[config.mk]
export PLATFORM = sky130hd
export DESIGN_NAME = syn_update_sequencer_flat
export DESIGN_NICKNAME = d
export VERILOG_FILES = /design/src/rtl/syn_seq_pkg.sv /design/src/rtl/syn_update_sequencer_if.sv /design/src/rtl/syn_addr_gen.sv /design/src/rtl/syn_update_sequencer.sv /design/src/flat_wrapper.sv
export SDC_FILE = /design/constraint.sdc
export NUM_CORES = 1
export LEC_CHECK = 0
export BUFFER_PORTS_ARGS = -buffer_cell sky130_fd_sc_hd__buf_2
export CAP_MARGIN = 20
export CORE_UTILIZATION = 55
export DETAILED_ROUTE_END_ITERATION = 12
export PLACE_DENSITY = 0.95
export SLEW_MARGIN = 0
export SYNTH_ARGS = -nofsm -noshare
export SYNTH_HDL_FRONTEND = slang
export SYNTH_HIERARCHICAL = 1
export SYNTH_SLANG_ARGS = --single-unit
[constraint.sdc]
create_clock -name CLK -period 4.6 [get_ports CLK]
set_clock_uncertainty 0.1 [all_clocks]
set_input_delay 0.46 -clock CLK [delete_from_list [all_inputs] [get_ports CLK]]
set_output_delay 0.46 -clock CLK [all_outputs]
set_load 0.02 [all_outputs]
[src/rtl/syn_seq_pkg.sv]
// Shared types and defaults for the synaptic-row update sequencer.
// State encoding, row geometry and wait-counter sizing helper.
package syn_seq_pkg;

  function automatic int cnt_w(input int n);
    return (n < 2) ? 1 : $clog2(n);
  endfunction

  localparam int INPUT_NEURON_DEF   = 784;
  localparam int OUTPUT_NEURON_DEF  = 256;
  localparam int POST_PAR_DEF       = 4;
  localparam int WORDS_PER_ROW      =
    OUTPUT_NEURON_DEF / POST_PAR_DEF;
  localparam int UPDATE_LATENCY_DEF = 1;
  localparam int LAT_W = cnt_w(UPDATE_LATENCY_DEF);

  typedef enum logic [2:0] {
    S_IDLE,
    S_RD,
    S_WAIT,
    S_WR,
    S_HOLD,
    S_DONE
  } seq_state_e;

endpackage

[src/rtl/syn_update_sequencer_if.sv]
// Request and SRAM-control bundle of the update sequencer.
// master = sequencer side, slave = controller / monitor side.
interface syn_update_sequencer_if #(
  parameter int PRE_W  = 10,
  parameter int POST_W = 10,
  parameter int ADDR_W = 16,
  parameter int DATA_W = 8
);
  logic              SPI_GATE_ACTIVITY_sync;
  logic              START;
  logic [PRE_W-1:0]  PRE_NEUR_ADDR;
  logic [DATA_W-1:0] PRE_NEUR_S_CNT;
  logic              CTRL_SYNARRAY_CS;
  logic              CTRL_SYNARRAY_WE;
  logic [ADDR_W-1:0] CTRL_SYNARRAY_ADDR;
  logic [POST_W-1:0] CTRL_POST_NEURON_ADDRESS;
  logic              BUSY;
  logic              DONE;

  modport master (
    input  SPI_GATE_ACTIVITY_sync, START,
    input  PRE_NEUR_ADDR, PRE_NEUR_S_CNT,
    output CTRL_SYNARRAY_CS, CTRL_SYNARRAY_WE,
    output CTRL_SYNARRAY_ADDR,
    output CTRL_POST_NEURON_ADDRESS,
    output BUSY, DONE
  );

  modport slave (
    output SPI_GATE_ACTIVITY_sync, START,
    output PRE_NEUR_ADDR, PRE_NEUR_S_CNT,
    input  CTRL_SYNARRAY_CS, CTRL_SYNARRAY_WE,
    input  CTRL_SYNARRAY_ADDR,
    input  CTRL_POST_NEURON_ADDRESS,
    input  BUSY, DONE
  );
endinterface

[src/rtl/syn_addr_gen.sv]
// Row base latch, word counter and SRAM/post address stepping.
// The row multiply happens only on load; words advance by increment.
module syn_addr_gen #(
  parameter int PRE_W  = 10,
  parameter int POST_W = 10,
  parameter int ADDR_W = 16,
  parameter int WPR    = 64,
  parameter int PAR    = 4
) (
  input  logic              clk_i,
  input  logic              rst_i,
  input  logic              load_i,
  input  logic              step_i,
  input  logic              clr_i,
  input  logic [PRE_W-1:0]  row_i,
  output logic [ADDR_W-1:0] addr_o,
  output logic [POST_W-1:0] post_o,
  output logic              last_o
);
  localparam int WW = (WPR > 1) ? $clog2(WPR) : 1;

  logic [WW-1:0]     word_q, word_d;
  logic [ADDR_W-1:0] addr_q, addr_d;
  logic [POST_W-1:0] post_q, post_d;

  always_comb begin
    word_d = word_q;
    addr_d = addr_q;
    post_d = post_q;
    if (load_i) begin
      word_d = '0;
      post_d = '0;
      addr_d = ADDR_W'(32'(row_i) * 32'(WPR));
    end else if (step_i) begin
      word_d = word_q + WW'(1);
      addr_d = addr_q + ADDR_W'(1);
      post_d = post_q + POST_W'(PAR);
    end else if (clr_i) begin
      word_d = '0;
      post_d = '0;
    end
  end

  always_ff @(posedge clk_i) begin
    if (rst_i) begin
      word_q <= '0;
      addr_q <= '0;
      post_q <= '0;
    end else begin
      word_q <= word_d;
      addr_q <= addr_d;
      post_q <= post_d;
    end
  end

  assign addr_o = addr_q;
  assign post_o = post_q;
  assign last_o = (word_q == WW'(WPR - 1));
endmodule

[src/rtl/syn_update_sequencer.sv]
// Walks one pre-neuron row of the synaptic SRAM as read/wait/write.
// Optional SYN_SEQ_SKIP_ZERO_EN: rows with zero spike count are skipped.
module syn_update_sequencer
  import syn_seq_pkg::*;
#(
  parameter int INPUT_NEURON         = INPUT_NEURON_DEF,
  parameter int OUTPUT_NEURON        = OUTPUT_NEURON_DEF,
  parameter int POST_NEUR_PARALLEL   = POST_PAR_DEF,
  parameter int PRE_NEUR_ADDR_WIDTH  = 10,
  parameter int POST_NEUR_ADDR_WIDTH = 10,
  parameter int SYN_ARRAY_ADDR_WIDTH = 16,
  parameter int UPDATE_LATENCY       = UPDATE_LATENCY_DEF
) (
  input logic CLK,
  input logic RST,
  syn_update_sequencer_if.master seq_io
);
  localparam int WPR = OUTPUT_NEURON / POST_NEUR_PARALLEL;
  localparam int LW  = cnt_w(UPDATE_LATENCY);

  seq_state_e st_q, st_d;
  logic [LW-1:0] lat_q, lat_d;
  logic cs_q, cs_d, we_q, we_d;
  logic busy_q, busy_d, done_q, done_d;
  logic load, step, clr, last;
  logic row_ok, skip;

  assign row_ok = 32'(seq_io.PRE_NEUR_ADDR) < INPUT_NEURON;

`ifdef SYN_SEQ_SKIP_ZERO_EN
  assign skip = (seq_io.PRE_NEUR_S_CNT == '0);
`else
  logic unused_cnt;
  assign unused_cnt = ^seq_io.PRE_NEUR_S_CNT;
  assign skip = 1'b0;
`endif

  always_comb begin
    st_d  = st_q;
    lat_d = lat_q;
    load  = 1'b0;
    step  = 1'b0;
    clr   = 1'b0;
    unique case (st_q)
      S_IDLE: begin
        if (seq_io.START &&
            !seq_io.SPI_GATE_ACTIVITY_sync) begin
          if (!row_ok || skip) begin
            st_d = S_DONE;
          end else begin
            st_d = S_RD;
            load = 1'b1;
          end
        end
      end
      S_RD: begin
        if (UPDATE_LATENCY == 0) begin
          st_d = S_WR;
        end else begin
          st_d  = S_WAIT;
          lat_d = '0;
        end
      end
      S_WAIT: begin
        if (lat_q == LW'(UPDATE_LATENCY - 1)) st_d = S_WR;
        else lat_d = lat_q + LW'(1);
      end
      S_WR: begin
        if (last) begin
          st_d = S_DONE;
        end else begin
          step = 1'b1;
          // gate is honoured only at the word boundary
          st_d = seq_io.SPI_GATE_ACTIVITY_sync ?
                 S_HOLD : S_RD;
        end
      end
      S_HOLD: begin
        if (!seq_io.SPI_GATE_ACTIVITY_sync) st_d = S_RD;
      end
      S_DONE: begin
        st_d = S_IDLE;
        clr  = 1'b1;
      end
      default: st_d = S_IDLE;
    endcase
    cs_d   = (st_d == S_RD) || (st_d == S_WR);
    we_d   = (st_d == S_WR);
    busy_d = (st_d != S_IDLE);
    done_d = (st_d == S_DONE);
  end

  always_ff @(posedge CLK) begin
    if (RST) begin
      st_q   <= S_IDLE;
      lat_q  <= '0;
      cs_q   <= 1'b0;
      we_q   <= 1'b0;
      busy_q <= 1'b0;
      done_q <= 1'b0;
    end else begin
      st_q   <= st_d;
      lat_q  <= lat_d;
      cs_q   <= cs_d;
      we_q   <= we_d;
      busy_q <= busy_d;
      done_q <= done_d;
    end
  end

  syn_addr_gen #(
    .PRE_W  (PRE_NEUR_ADDR_WIDTH),
    .POST_W (POST_NEUR_ADDR_WIDTH),
    .ADDR_W (SYN_ARRAY_ADDR_WIDTH),
    .WPR    (WPR),
    .PAR    (POST_NEUR_PARALLEL)
  ) u_addr (
    .clk_i  (CLK),
    .rst_i  (RST),
    .load_i (load),
    .step_i (step),
    .clr_i  (clr),
    .row_i  (seq_io.PRE_NEUR_ADDR),
    .addr_o (seq_io.CTRL_SYNARRAY_ADDR),
    .post_o (seq_io.CTRL_POST_NEURON_ADDRESS),
    .last_o (last)
  );

  assign seq_io.CTRL_SYNARRAY_CS = cs_q;
  assign seq_io.CTRL_SYNARRAY_WE = we_q;
  assign seq_io.BUSY             = busy_q;
  assign seq_io.DONE             = done_q;
endmodule

[src/flat_wrapper.sv]
// flat-port wrapper written by rule: the top's interface ports become plain ports
module syn_update_sequencer_flat import syn_seq_pkg::*;
#(
  parameter int INPUT_NEURON         = INPUT_NEURON_DEF,
  parameter int OUTPUT_NEURON        = OUTPUT_NEURON_DEF,
  parameter int POST_NEUR_PARALLEL   = POST_PAR_DEF,
  parameter int PRE_NEUR_ADDR_WIDTH  = 10,
  parameter int POST_NEUR_ADDR_WIDTH = 10,
  parameter int SYN_ARRAY_ADDR_WIDTH = 16,
  parameter int UPDATE_LATENCY       = UPDATE_LATENCY_DEF
)
  (CLK, RST, seq_io_SPI_GATE_ACTIVITY_sync, seq_io_START, seq_io_PRE_NEUR_ADDR, seq_io_PRE_NEUR_S_CNT, seq_io_CTRL_SYNARRAY_CS, seq_io_CTRL_SYNARRAY_WE, seq_io_CTRL_SYNARRAY_ADDR, seq_io_CTRL_POST_NEURON_ADDRESS, seq_io_BUSY, seq_io_DONE);
  syn_update_sequencer_if seq_io_i ();
  input logic CLK;
  input logic RST;
  input wire logic [$bits(seq_io_i.SPI_GATE_ACTIVITY_sync)-1:0] seq_io_SPI_GATE_ACTIVITY_sync;
  input wire logic [$bits(seq_io_i.START)-1:0] seq_io_START;
  input wire logic [$bits(seq_io_i.PRE_NEUR_ADDR)-1:0] seq_io_PRE_NEUR_ADDR;
  input wire logic [$bits(seq_io_i.PRE_NEUR_S_CNT)-1:0] seq_io_PRE_NEUR_S_CNT;
  output wire logic [$bits(seq_io_i.CTRL_SYNARRAY_CS)-1:0] seq_io_CTRL_SYNARRAY_CS;
  output wire logic [$bits(seq_io_i.CTRL_SYNARRAY_WE)-1:0] seq_io_CTRL_SYNARRAY_WE;
  output wire logic [$bits(seq_io_i.CTRL_SYNARRAY_ADDR)-1:0] seq_io_CTRL_SYNARRAY_ADDR;
  output wire logic [$bits(seq_io_i.CTRL_POST_NEURON_ADDRESS)-1:0] seq_io_CTRL_POST_NEURON_ADDRESS;
  output wire logic [$bits(seq_io_i.BUSY)-1:0] seq_io_BUSY;
  output wire logic [$bits(seq_io_i.DONE)-1:0] seq_io_DONE;
  assign seq_io_i.SPI_GATE_ACTIVITY_sync = seq_io_SPI_GATE_ACTIVITY_sync;
  assign seq_io_i.START = seq_io_START;
  assign seq_io_i.PRE_NEUR_ADDR = seq_io_PRE_NEUR_ADDR;
  assign seq_io_i.PRE_NEUR_S_CNT = seq_io_PRE_NEUR_S_CNT;
  assign seq_io_CTRL_SYNARRAY_CS = seq_io_i.CTRL_SYNARRAY_CS;
  assign seq_io_CTRL_SYNARRAY_WE = seq_io_i.CTRL_SYNARRAY_WE;
  assign seq_io_CTRL_SYNARRAY_ADDR = seq_io_i.CTRL_SYNARRAY_ADDR;
  assign seq_io_CTRL_POST_NEURON_ADDRESS = seq_io_i.CTRL_POST_NEURON_ADDRESS;
  assign seq_io_BUSY = seq_io_i.BUSY;
  assign seq_io_DONE = seq_io_i.DONE;
  syn_update_sequencer #(.INPUT_NEURON(INPUT_NEURON), .OUTPUT_NEURON(OUTPUT_NEURON), .POST_NEUR_PARALLEL(POST_NEUR_PARALLEL), .PRE_NEUR_ADDR_WIDTH(PRE_NEUR_ADDR_WIDTH), .POST_NEUR_ADDR_WIDTH(POST_NEUR_ADDR_WIDTH), .SYN_ARRAY_ADDR_WIDTH(SYN_ARRAY_ADDR_WIDTH), .UPDATE_LATENCY(UPDATE_LATENCY)) u_core (.CLK(CLK), .RST(RST), .seq_io(seq_io_i));
endmodule
==> metrics.md, run 1 <==
| Metric | Value |
|---|---|
| R2R Path Start | u_core/u_addr/word_q[0]$_SDFFE_PP0P_ |
| WL/cell | 12.4 um |
| Sequential fraction of the synthesis area | 0.399 |
| R2R Setup Slk | just over 2 ns |
| Tightest Pin Transition | around 0.75 ns |
| Setup Total Neg Slack | 0 ns |
| Die Wd | 60.1 um |
| Power per cell area | 298 nW/um^2 |
| Ratio of final minimum period to clock period | 0.550 |
| Initial Util | 0.594 |
| DRT Pass-1 Iters | 5 |
| Hold_sp | seq_io_PRE_NEUR_ADDR[7] |
| CTS clk-pin slew, worst paths | 0.10 ns |
| Chip Height | 60.1 um |
| Slew margin rel. | 0.494 |
| Final setup vio count | 0 |
| Synth Instances | ~220 |
| RR Endpoint | u_core/u_addr/addr_o[15]$_SDFFE_PP0P_ |
| Yosys reg bits | 37 |
| Area share of and/or/nand/nor cells after synthesis | 0.290 |
| Top post-synthesis cells by count | dfxtp_1, nor2_1, nand2_1 |
| Req. time, crit path | approximately 4.8 ns |
| RSZ-0062 raised after global routing | no |
| Status | finished clean |
| Initial DRC count | 45 |
| Total power | 642 uW |
| Core ar. | 3130 sq um |
| Mux cell area share after synthesis | 0.0236 |
| Post-CTS sizing | 0 |
| Bufs on Longest Clock Path | 2 |
| Sequential power share | 0.542 |
| Yosys top cell area share | 0.399 |
| H-Tree Depth | 2 |
| Root Driver | clkbuf_4 |
| Final wirelength | about 3800 um |
| Xor-xnor portion of the synthesized cell area | 0.0896 |
| Dpl hpwl | ~2800 um |
| Remaining global-route overflow | 0 |
| Top_reg_cell synth | dfxtp_1 |
| Worst Path Max Fanout | 24 |
| Fin crit period | 2.53 ns |
| Async set-reset flop share out of synthesis | 0 |
| Most frequent cell after synthesis | dfxtp_1 |
| GP Congestion | 0.798 |
| Syn. warnings | 6 |
| Gr usage total | 0.238 |
| Vias in the first global route | 1,522 |
| Metal3 WL | about 150 um |
| Hold EP | u_core/u_addr/addr_o[13]$_SDFFE_PP0P_ |
| Count of final hold-check violations | 0 |
| Post-route ant nets | 0 |
| Cts bufs inserted | 5 |
| HP Class | primary input to flop |
| Buffers on Ports | between 40 and 50 |
| Number of max-cap violations | 0 |
| Comb pwr share | 0.132 |
| Max VDD drop | roughly 270 uV |
| # rows | 20 |
| Die ar. | ~3600 sq um |
| TritonCTS clock tree | built |
| Compound-Gate Fraction of Synth Area | 0.121 |
| Hold depth | 3 |
| Pint | 478 uW |
| R2R cell count | 9 |
| Adder-cell share of the synthesized area | 0.0202 |
| Global-route wire length before repair | about 6400 um |
| Cell Area, Synth | 1860 sq um |
| CTS Sinks | 37 |
| Post-synthesis cell type count | 43 |
| Largest family of logic cells by synthesized area | simple AND/OR/NAND/NOR gates |
| P&R area growth vs syn | 16.2% |
| Final nets | 287 |
| Synth area leaders | dfxtp_1, xor2_1, nor2_1 |
| Fmax | 395 MHz |
| Hold-fix buffers, CTS | 0 |
| Met2 wire length | 1910 um |
| Clock power share | 0.327 |
| Avg Vias per Cell | 5.52 |
| Post-synth top area cell | dfxtp_1 |
| Share of cells above drive strength 1 | 0.225 |
| Crit path DAT | between 2 and 3 ns |
| Avg Synthesized Cell Area | about 8.4 sq um |
| NetSw | 165 uW |
| EDFF count, synth | 0 |
| Top Metal Used | met4 |
| P_leak | approximately 0.00097 uW |
| Initial antenna violation count | 0 |
| DRC Markers | 0 |
| Top Ports | 52 |
| Critical path class | flop to flop |
| Sw Ratio | 0.257 |
| Max-slew violations | 0 |
| Worst setup SP type | flop |
| Via Count | 1,689 |
| Post-CTS Setup Bufs | 0 |
| Ant diodes | 0 |
| Largest net degree at the start of global routing | 25 |
| DRT met1 WL | 1670 um |
| Worst skew pair latency | 0.32 ns |
| Setup crit end kind | flop |
-- state kept, by name, indices dropped and copies added, names as in the netlist --
name and cells:
u_core/u_addr/addr_o 16, u_core/u_addr/post_o 8, u_core/u_addr/word_q 6, u_core/st_q 3, u_core/seq_io.BUSY 1, u_core/seq_io.CTRL_SYNARRAY_CS 1, u_core/seq_io.CTRL_SYNARRAY_WE 1, u_core/seq_io.DONE 1
-- worst max path at each step --
stage,from,end,slack (ns)
after floorplan,u_core/u_addr/word_q[0]$_SDFFE_PP0P_,u_core/u_addr/addr_o[15]$_SDFFE_PP0P_,2.26
after global placement,u_core/u_addr/word_q[0]$_SDFFE_PP0P_,u_core/u_addr/addr_o[15]$_SDFFE_PP0P_,2.16
after detailed placement,u_core/u_addr/word_q[0]$_SDFFE_PP0P_,u_core/u_addr/addr_o[15]$_SDFFE_PP0P_,2.09
after CTS,u_core/u_addr/word_q[0]$_SDFFE_PP0P_,u_core/u_addr/addr_o[15]$_SDFFE_PP0P_,2.06
after global routing,u_core/u_addr/word_q[0]$_SDFFE_PP0P_,u_core/u_addr/addr_o[13]$_SDFFE_PP0P_,1.68
final,u_core/u_addr/word_q[0]$_SDFFE_PP0P_,u_core/u_addr/addr_o[15]$_SDFFE_PP0P_,2.07
-- placed cells by master (no fill, tap or decap), types with 2 or more instances in the layout --
cell       netlist  layout
nor3b_1          5       5
or4_1            2       2
a31oi_1          2       2
nor3_1           7       6
ha_1             3       3
nand3_1         14      14
and3_1           3       3
o21a_1           7       7
buf_4            2       2
inv_1           12      12
a2111oi_0        2       2
or3_1            2       2
clkbuf_4         0       5
nor4_1           6       6
dfxtp_1         37      37
or2_2            3       3
nor2_1          23      23
nor2b_1          5       5
a21oi_1         15      15
xnor2_1          8       8
nand4_1          6       6
nand2_1         16      16
o21ai_0          3       3
conb_1           1       2
xor2_1          11      11
mux2_2           3       3
buf_2            0      41
-- layout make-up --
type / count / area (sq um)
sequential: 37 / 741
inverter: 12 / 45.0
clock inverter: 2 / 35.0
tap: 44 / 55.1
fill: 265 / 970
timing repair buffer: 43 / 220
multi-input combinational: 163 / 1020
clock buffer: 5 / 37.5
-- stage by stage --
stage / hold WS, ns / util / cells / cell area, sq um / worst slack, ns
after floorplan: 0.365 / - / 223 / 1860 / 2.26
after global placement: 0.380 / 0.667 / 299 / 2090 / 2.16
after detailed placement: 0.393 / 0.667 / 299 / 2090 / 2.09
after CTS: 0.328 / 0.690 / 306 / 2160 / 2.06
after global routing: 0.333 / 0.690 / 306 / 2160 / 1.68
final: 0.339 / 0.690 / 306 / 2160 / 2.07
-- power by group through the flow --
stage | Sequential, uW | Clock (uW) | Combinational (uW)
after CTS | 348 | 216 | 84.7
after detailed placement | 355 | 0 | 84.3
after floorplan | 366 | 0 | 48.6
after global routing | 351 | 230 | 92.9
after global placement | 354 | 0 | 81.6
final | 348 | 210 | 84.5
-- metal layers --
| metal | global-route usage | up-vias |
|---|---|---|
| li1 | - | 853 |
| met1 | 0.266 | 786 |
| met2 | 0.424 | 46 |
| met3 | 0.0498 | 4 |
| met4 | 0.110 | 0 |
| met5 | 0 | - |
-- kinds of logic after synthesis --
family,after synthesis
and+or+nand+nor,100
DFF,37
AOI/OAI and AO/OA,35
buffers and inverters,23
xor gates and xnor gates,19
muxes,4
adders and majority gates,3
other,1
-- critical path, cell delays in order (launching register included) --
cell,delay (ns)
dfxtp_1,0.35
ha_1,0.23
nand3_1,0.09
nor2_1,0.07
nor3_2,0.15
buf_4,0.28
nand4_1,0.14
or4_1,0.51
or4_1,0.48
nand3_1,0.08
Power figures use the tool's default switching activity.
==> run 2, diff against run 1 <==
Settings changed: CORE_UTILIZATION 55 to 46, PLACE_DENSITY 0.95 to 0.86.
Clock period 4.6 ns to 2.1 ns, I/O delays scaled along.
==> run 2 against run 1 <==
Compared with the run above:
- worst hold slack got worse by 0.21 ns
- count of clock-buffer cells in the layout grew 1
- register-to-register slack got worse by 2.0 ns
- combinational power is 140% higher
- cell count up 7.2%
- clock power up 130%
- via count rose by 4.5%
- critical path depth shrank 3
- sequential power rose by 120%
- highest routed layer unchanged
- largest power group unchanged
==> metrics.md, run 2 (synthesis gave the netlist of run 1 again) <==
| Metric | Value |
|---|---|
| Status | finished clean (unchanged) |
| CP Cell Sequence | nand2_1 -> nor3_4 -> nand4_1 -> or4_1 -> or4_1 -> nand3_1 (was ha_1 -> nand3_1 -> nor2_1 -> nor3_2 -> buf_4 -> nand4_1 -> or4_1 -> or4_1 -> nand3_1) |
| Req. time, crit path | 2.24 ns (was 4.77 ns) |
| Top Ports | 52 (unchanged) |
| Global-route wire length before repair | 6890 um (was 6360 um) |
| Number of max-cap violations | 0 (unchanged) |
| Min Hold Slack | 0.125 ns (was 0.339 ns) |
| Vias in the first global route | 1,634 (was 1,522) |
| Cts bufs inserted | 5 (unchanged) |
| Final wirelength | 4260 um (was 3790 um) |
| Final setup vio count | 0 (unchanged) |
| Fill cells | 321 (was 265) |
| Max-slew violations | 0 (unchanged) |
| # rows | 22 (was 20) |
| GP Congestion | 0.769 (was 0.798) |
| Worst Path Max Fanout | 6 (was 24) |
| Worst skew pair latency | 0.29 ns (was 0.32 ns) |
| P&R area growth vs syn | 26.7% (was 16.2%) |
| H-Tree Depth | 2 (unchanged) |
| DRC Markers | 0 (unchanged) |
| DRT Pass-1 Iters | 4 (was 5) |
| Sequential cell area | 743 sq um (was 741 sq um) |
| Fin crit period | 2.05 ns (was 2.53 ns) |
| Power per cell area | 611 nW/um^2 (was 298 nW/um^2) |
| Avg Vias per Cell | 5.38 (was 5.52) |
| Chip Height | 65.6 um (was 60.1 um) |
| Largest net degree at the start of global routing | 18 (was 25) |
| HP Class | primary input to flop (unchanged) |
| Post-route ant nets | 0 (unchanged) |
| WL/cell | 13.0 um (was 12.4 um) |
| TritonCTS clock tree | built (unchanged) |
| Total power | 1440 uW (was 642 uW) |
| Hold-fix buffers, CTS | 0 (unchanged) |
| Most frequent cells in the layout | buf_2, dfxtp_1, nor2_1 (unchanged) |
| Dpl hpwl | 2960 um (was 2800 um) |
| Ratio of final minimum period to clock period | 0.974 (was 0.550) |
| Setup crit end kind | flop (unchanged) |
| Root Driver | clkbuf_8 (was clkbuf_4) |
| Max VDD drop | 476 uV (was 269 uV) |
| Via Count | 1,765 (was 1,689) |
| Share of cells above drive strength 1 | 0.300 (was 0.225) |
| Bufs on Longest Clock Path | 2 (unchanged) |
| Final Util | 0.624 (was 0.690) |
| P_leak | 0.00106 uW (was 0.000974 uW) |
| RSZ-0062 raised after global routing | yes (was no) |
| Count of final hold-check violations | 0 (unchanged) |
| Max reg flops | 16 (unchanged) |
| CP dominant cell by count | or4_1 |
| Critical path class | flop to flop (unchanged) |
| Most common cell after layout, fill and taps aside | buf_2 (unchanged) |
| Buffers on Ports | 41 (unchanged) |
| Worst stage delay on the critical path | 0.48 ns (was 0.51 ns) |
| Core ar. | 3770 sq um (was 3130 sq um) |
| Final nets | 304 (was 287) |
| Initial antenna violation count | 0 (unchanged) |
| CTS Sinks | 37 (unchanged) |
| Multi-input logic area | 1080 sq um (was 1020 sq um) |
| Ant diodes | 0 (unchanged) |
| Critical Path Slowest Stage Cell | or4_1 (unchanged) |
| Die ar. | 4300 sq um (was 3610 sq um) |
| Gr usage total | 0.208 (was 0.238) |
| Remaining global-route overflow | 0 (unchanged) |
| Die Wd | 65.6 um (was 60.1 um) |
| Crit path DAT | 2.18 ns (was 2.70 ns) |
| Initial DRC count | 59 (was 45) |
| CTS clk-pin slew, worst paths | 0.07 ns (was 0.10 ns) |
| Fmax | 489 MHz (was 395 MHz) |
| Worst setup SP type | flop (unchanged) |
| Initial Util | 0.493 (was 0.594) |
-- run 2: per-layer routing --
metal	GRT usage	share of wire
met5	0	0
met4	0.0897	0.017
met3	0.0521	0.038
met2	0.358	0.49
met1	0.242	0.45
-- run 2: path summary, 6_finish.rpt --
| check | from | depth (start not counted) | slack [ns] | endpoint |
|---|---|---|---|---|
| max | u_core/st_q[0]$_SDFF_PP0_ | 6 | 0.05 | u_core/u_addr/addr_o[15]$_SDFFE_PP0P_ |
| min | seq_io_PRE_NEUR_ADDR[8] | 3 | 0.13 | u_core/u_addr/addr_o[14]$_SDFFE_PP0P_ |
| max reg2reg | u_core/st_q[0]$_SDFF_PP0_ | 6 | 0.05 | u_core/u_addr/addr_o[15]$_SDFFE_PP0P_ |
| min reg2reg | u_core/u_addr/addr_o[15]$_SDFFE_PP0P_ | 2 | 0.40 | u_core/u_addr/addr_o[15]$_SDFFE_PP0P_ |
-- run 2: where the power goes --
part	total [uW]	switching [uW]	internal, uW
logic	203	118	84.8
clock network	475	245	230
registers	762	30.8	731
total	1440	393	1050
-- run 2: final cells by class --
cell class	instances	area share
inverters	12	0.0191
clock buffers	6	0.0308
well taps	48	0.0255
repair buffers	60	0.148
multi-input cells	163	0.457
clock inverters	2	0.00425
flip-flops and latches	37	0.316
-- run 2: through the flow --
stage | area, sq um | worst slack (ns) | instances | TNS (ns)
final | 2350 | 0.0538 | 328 | 0
after CTS | 2290 | 0.0154 | 325 | 0
after detailed placement | 2200 | 0.0122 | 317 | 0
after global placement | 2200 | 0.0574 | 317 | 0
after global routing | 2350 | -0.0469 | 328 | -0.126
after floorplan | 1870 | -0.00537 | 223 | -0.00537
-- run 2: worst max-delay path: cells and delay by family (launching register included) --
| kind | cells | cell delay (ns) |
|---|---|---|
| flops | 1 | 0.45 |
| simple gates | 6 | 1.44 |
-- run 2: what timing repair did --
action / 4_1_cts / 5_1_grt
endpoints found under the setup margin: 2 / 13
gates resized for setup: 2 / 10
pin swaps: 0 / 5
setup buffers: 0 / 3
==> run 3, diff against run 2 <==
--- a/config.mk
+++ b/config.mk
@@ -16,2 +16,3 @@
 export SYNTH_HIERARCHICAL = 1
 export SYNTH_SLANG_ARGS = --single-unit
+export TNS_END_PERCENT = 30
==> constraint.sdc (replaced) <==
create_clock -name CLK -period 2.1 [get_ports CLK]
set_clock_uncertainty 0.1 [all_clocks]
set_input_delay 0 -clock CLK [delete_from_list [all_inputs] [get_ports CLK]]
set_output_delay 0 -clock CLK [all_outputs]
set_load 0.02 [all_outputs]
==> run 3 against run 2 <==
Compared with the run above:
- the run now ends with setup timing left
- clock power grew 4.8%
- routed wire length hardly changed
- total power rose by 2.5%
- core utilization increased by 2.4 points
- setup slack lost 0.30 ns
- maximum frequency down 13%
- sequential share of layout area fell by 1.1 points
- count of clock-buffer cells in the layout increased by 1
- critical path type unchanged
- largest power group unchanged
==> metrics.md, run 3 (synthesis gave the netlist of run 1 again) <==
| Metric | Value |
|---|---|
| CP dominant cell by count | or4_1 (unchanged) |
| Core ar. | 3770 sq um (unchanged) |
| Max VDD drop | 372 uV (was 476 uV) |
| Critical path class | flop to flop (unchanged) |
| Root Driver | clkbuf_8 (unchanged) |
| P_leak | 0.00108 uW (was 0.00106 uW) |
| Top Ports | 52 (unchanged) |
| Number of max-cap violations | 0 (unchanged) |
| Fin crit period | 2.35 ns (was 2.05 ns) |
| Final setup vio count | 1 (was 0) |
| Post-route ant nets | 0 (unchanged) |
| DRC Markers | 0 (unchanged) |
| Initial antenna violation count | 0 (unchanged) |
| Worst stage delay on the critical path | 0.53 ns (was 0.48 ns) |
| Initial Util | 0.493 (unchanged) |
| Final Util | 0.648 (was 0.624) |
| CTS clk-pin slew, worst paths | 0.07 ns (about the same) |
| Status | complete, but fails checks (was finished clean) |
| Cts bufs inserted | 5 (unchanged) |
| Avg Vias per Cell | 5.45 (was 5.38) |
| Remaining global-route overflow | 0 (unchanged) |
| Max-slew violations | 0 (unchanged) |
| Via Count | 1,821 (was 1,765) |
| Count of final hold-check violations | 0 (unchanged) |
| Fmax | 426 MHz (was 489 MHz) |
| Worst Path Max Fanout | 3 (was 6) |
| Worst skew pair latency | 0.29 ns (about the same) |
| Critical Path Slowest Stage Cell | or4_1 (unchanged) |
| Power per cell area | 604 nW/um^2 (was 611 nW/um^2) |
| Pre-CTS setup slack | -0.0867 ns (was 0.0122 ns) |
| WL/cell | 12.8 um (was 13.0 um) |
| CTS Sinks | 37 (unchanged) |
| Die Wd | 65.6 um (unchanged) |
| Bufs on Longest Clock Path | 2 (unchanged) |
| Worst setup SP type | flop (unchanged) |
| Setup crit end kind | flop (unchanged) |
| HP Class | primary input to flop (unchanged) |
| Gr usage total | 0.206 (was 0.208) |
| Final wirelength | 4270 um (was 4260 um) |
| Die ar. | 4300 sq um (unchanged) |
| Final WS setup | -0.250 ns (was 0.0538 ns) |
| Failing checks | setup timing |
| Fill cells | 325 (was 321) |
| Initial DRC count | 106 (was 59) |
| CP Cell Sequence | ha_4 -> nand3_4 -> nor2_4 -> nor3_4 -> nand4_1 -> or4_1 -> or4_1 -> nand3_1 (was nand2_1 -> nor3_4 -> nand4_1 -> or4_1 -> or4_1 -> nand3_1) |
| TritonCTS clock tree | built (unchanged) |
| R2R Setup Slk | -0.25 ns (was 0.05 ns) |
| H-Tree Depth | 2 (unchanged) |
| Dpl hpwl | 2900 um (was 2960 um) |
| # rows | 22 (unchanged) |
| Max reg flops | 16 (unchanged) |
| Most frequent cells in the layout | buf_2, dfxtp_1, nor2_1 (unchanged) |
| Crit path DAT | 2.48 ns (was 2.18 ns) |
| Share of cells above drive strength 1 | 0.276 (was 0.300) |
| Buffers on Ports | 41 (unchanged) |
| Worst Path Buf+Inv | 0 (unchanged) |
| Total power | 1480 uW (was 1440 uW) |
| Vias in the first global route | 1,580 (was 1,634) |
| Chip Height | 65.6 um (unchanged) |
| Ant diodes | 0 (unchanged) |
| RSZ-0062 raised after global routing | yes (unchanged) |
| Most common cell after layout, fill and taps aside | buf_2 (unchanged) |
| DRT Pass-1 Iters | 6 (was 4) |
| Ratio of final minimum period to clock period | 1.12 (was 0.974) |
| P&R area growth vs syn | 31.5% (was 26.7%) |
| GP Congestion | 0.812 (was 0.769) |
| Top delay family on crit path | simple AND/OR/NAND/NOR gates (unchanged) |
| Largest net degree at the start of global routing | 22 (was 18) |
| Req. time, crit path | 2.23 ns (was 2.24 ns) |
| Global-route wire length before repair | 6800 um (was 6890 um) |
| Final nets | 311 (was 304) |
## run 3: layout make-up
| class | count | area (sq um) | area share |
|---|---|---|---|
| clock buffer | 7 | 86.3 | 0.0353 |
| inverter | 12 | 45.0 | 0.0184 |
| timing repair buffer | 67 | 428 | 0.175 |
| tap | 48 | 60.1 | 0.0246 |
| sequential | 37 | 743 | 0.304 |
| multi-input combinational | 163 | 1080 | 0.442 |
## run 3: timing repair
item,4_1_cts,5_1_grt
endpoints found under the setup margin,1,15
gates resized for setup,2,10
pin swaps,0,7
setup buffers,0,3
gates cloned,0,0
endpoints found under the hold margin,10,0
hold buffers,11,0
## run 3: per-stage QoR
step / hold WS [ns] / instances / instance area, sq um / setup TNS, ns
after detailed placement: 0.223 / 314 / 2170 / -0.0867
after global placement: 0.217 / 314 / 2170 / -0.0122
after floorplan: 0.0672 / 223 / 1870 / -0.00537
after CTS: 0.0217 / 332 / 2370 / -0.0658
final: 0.0333 / 334 / 2440 / -0.250
after global routing: 0.0497 / 334 / 2440 / -0.552
## run 3: path summary, 6_finish.rpt
kind / end / depth (start not counted) / from
max: u_core/u_addr/addr_o[15]$_SDFFE_PP0P_ / 8 / u_core/u_addr/word_q[1]$_SDFFE_PP0P_
min: u_core/u_addr/addr_o[15]$_SDFFE_PP0P_ / 4 / seq_io_PRE_NEUR_ADDR[9]
max reg2reg: u_core/u_addr/addr_o[15]$_SDFFE_PP0P_ / 8 / u_core/u_addr/word_q[1]$_SDFFE_PP0P_
min reg2reg: u_core/u_addr/word_q[3]$_SDFFE_PP0P_ / 2 / u_core/u_addr/word_q[3]$_SDFFE_PP0P_
## run 3: worst min-delay path, cell delays in order
cell and delay, ns:
buf_2 0.08, and3b_1 0.17, a31oi_1 0.05, nand3_1 0.08
## run 3: per-layer routing
layer	global-route usage	part of all wire
met1	0.242	0.45
met4	0.0924	0.026
met5	0	0
met3	0.0556	0.050
met2	0.348	0.48
## run 3: report_power, final
part,switching [uW],internal (uW)
clock network,237,260
logic,121,95.4
registers,31.0,731
total,389,1090
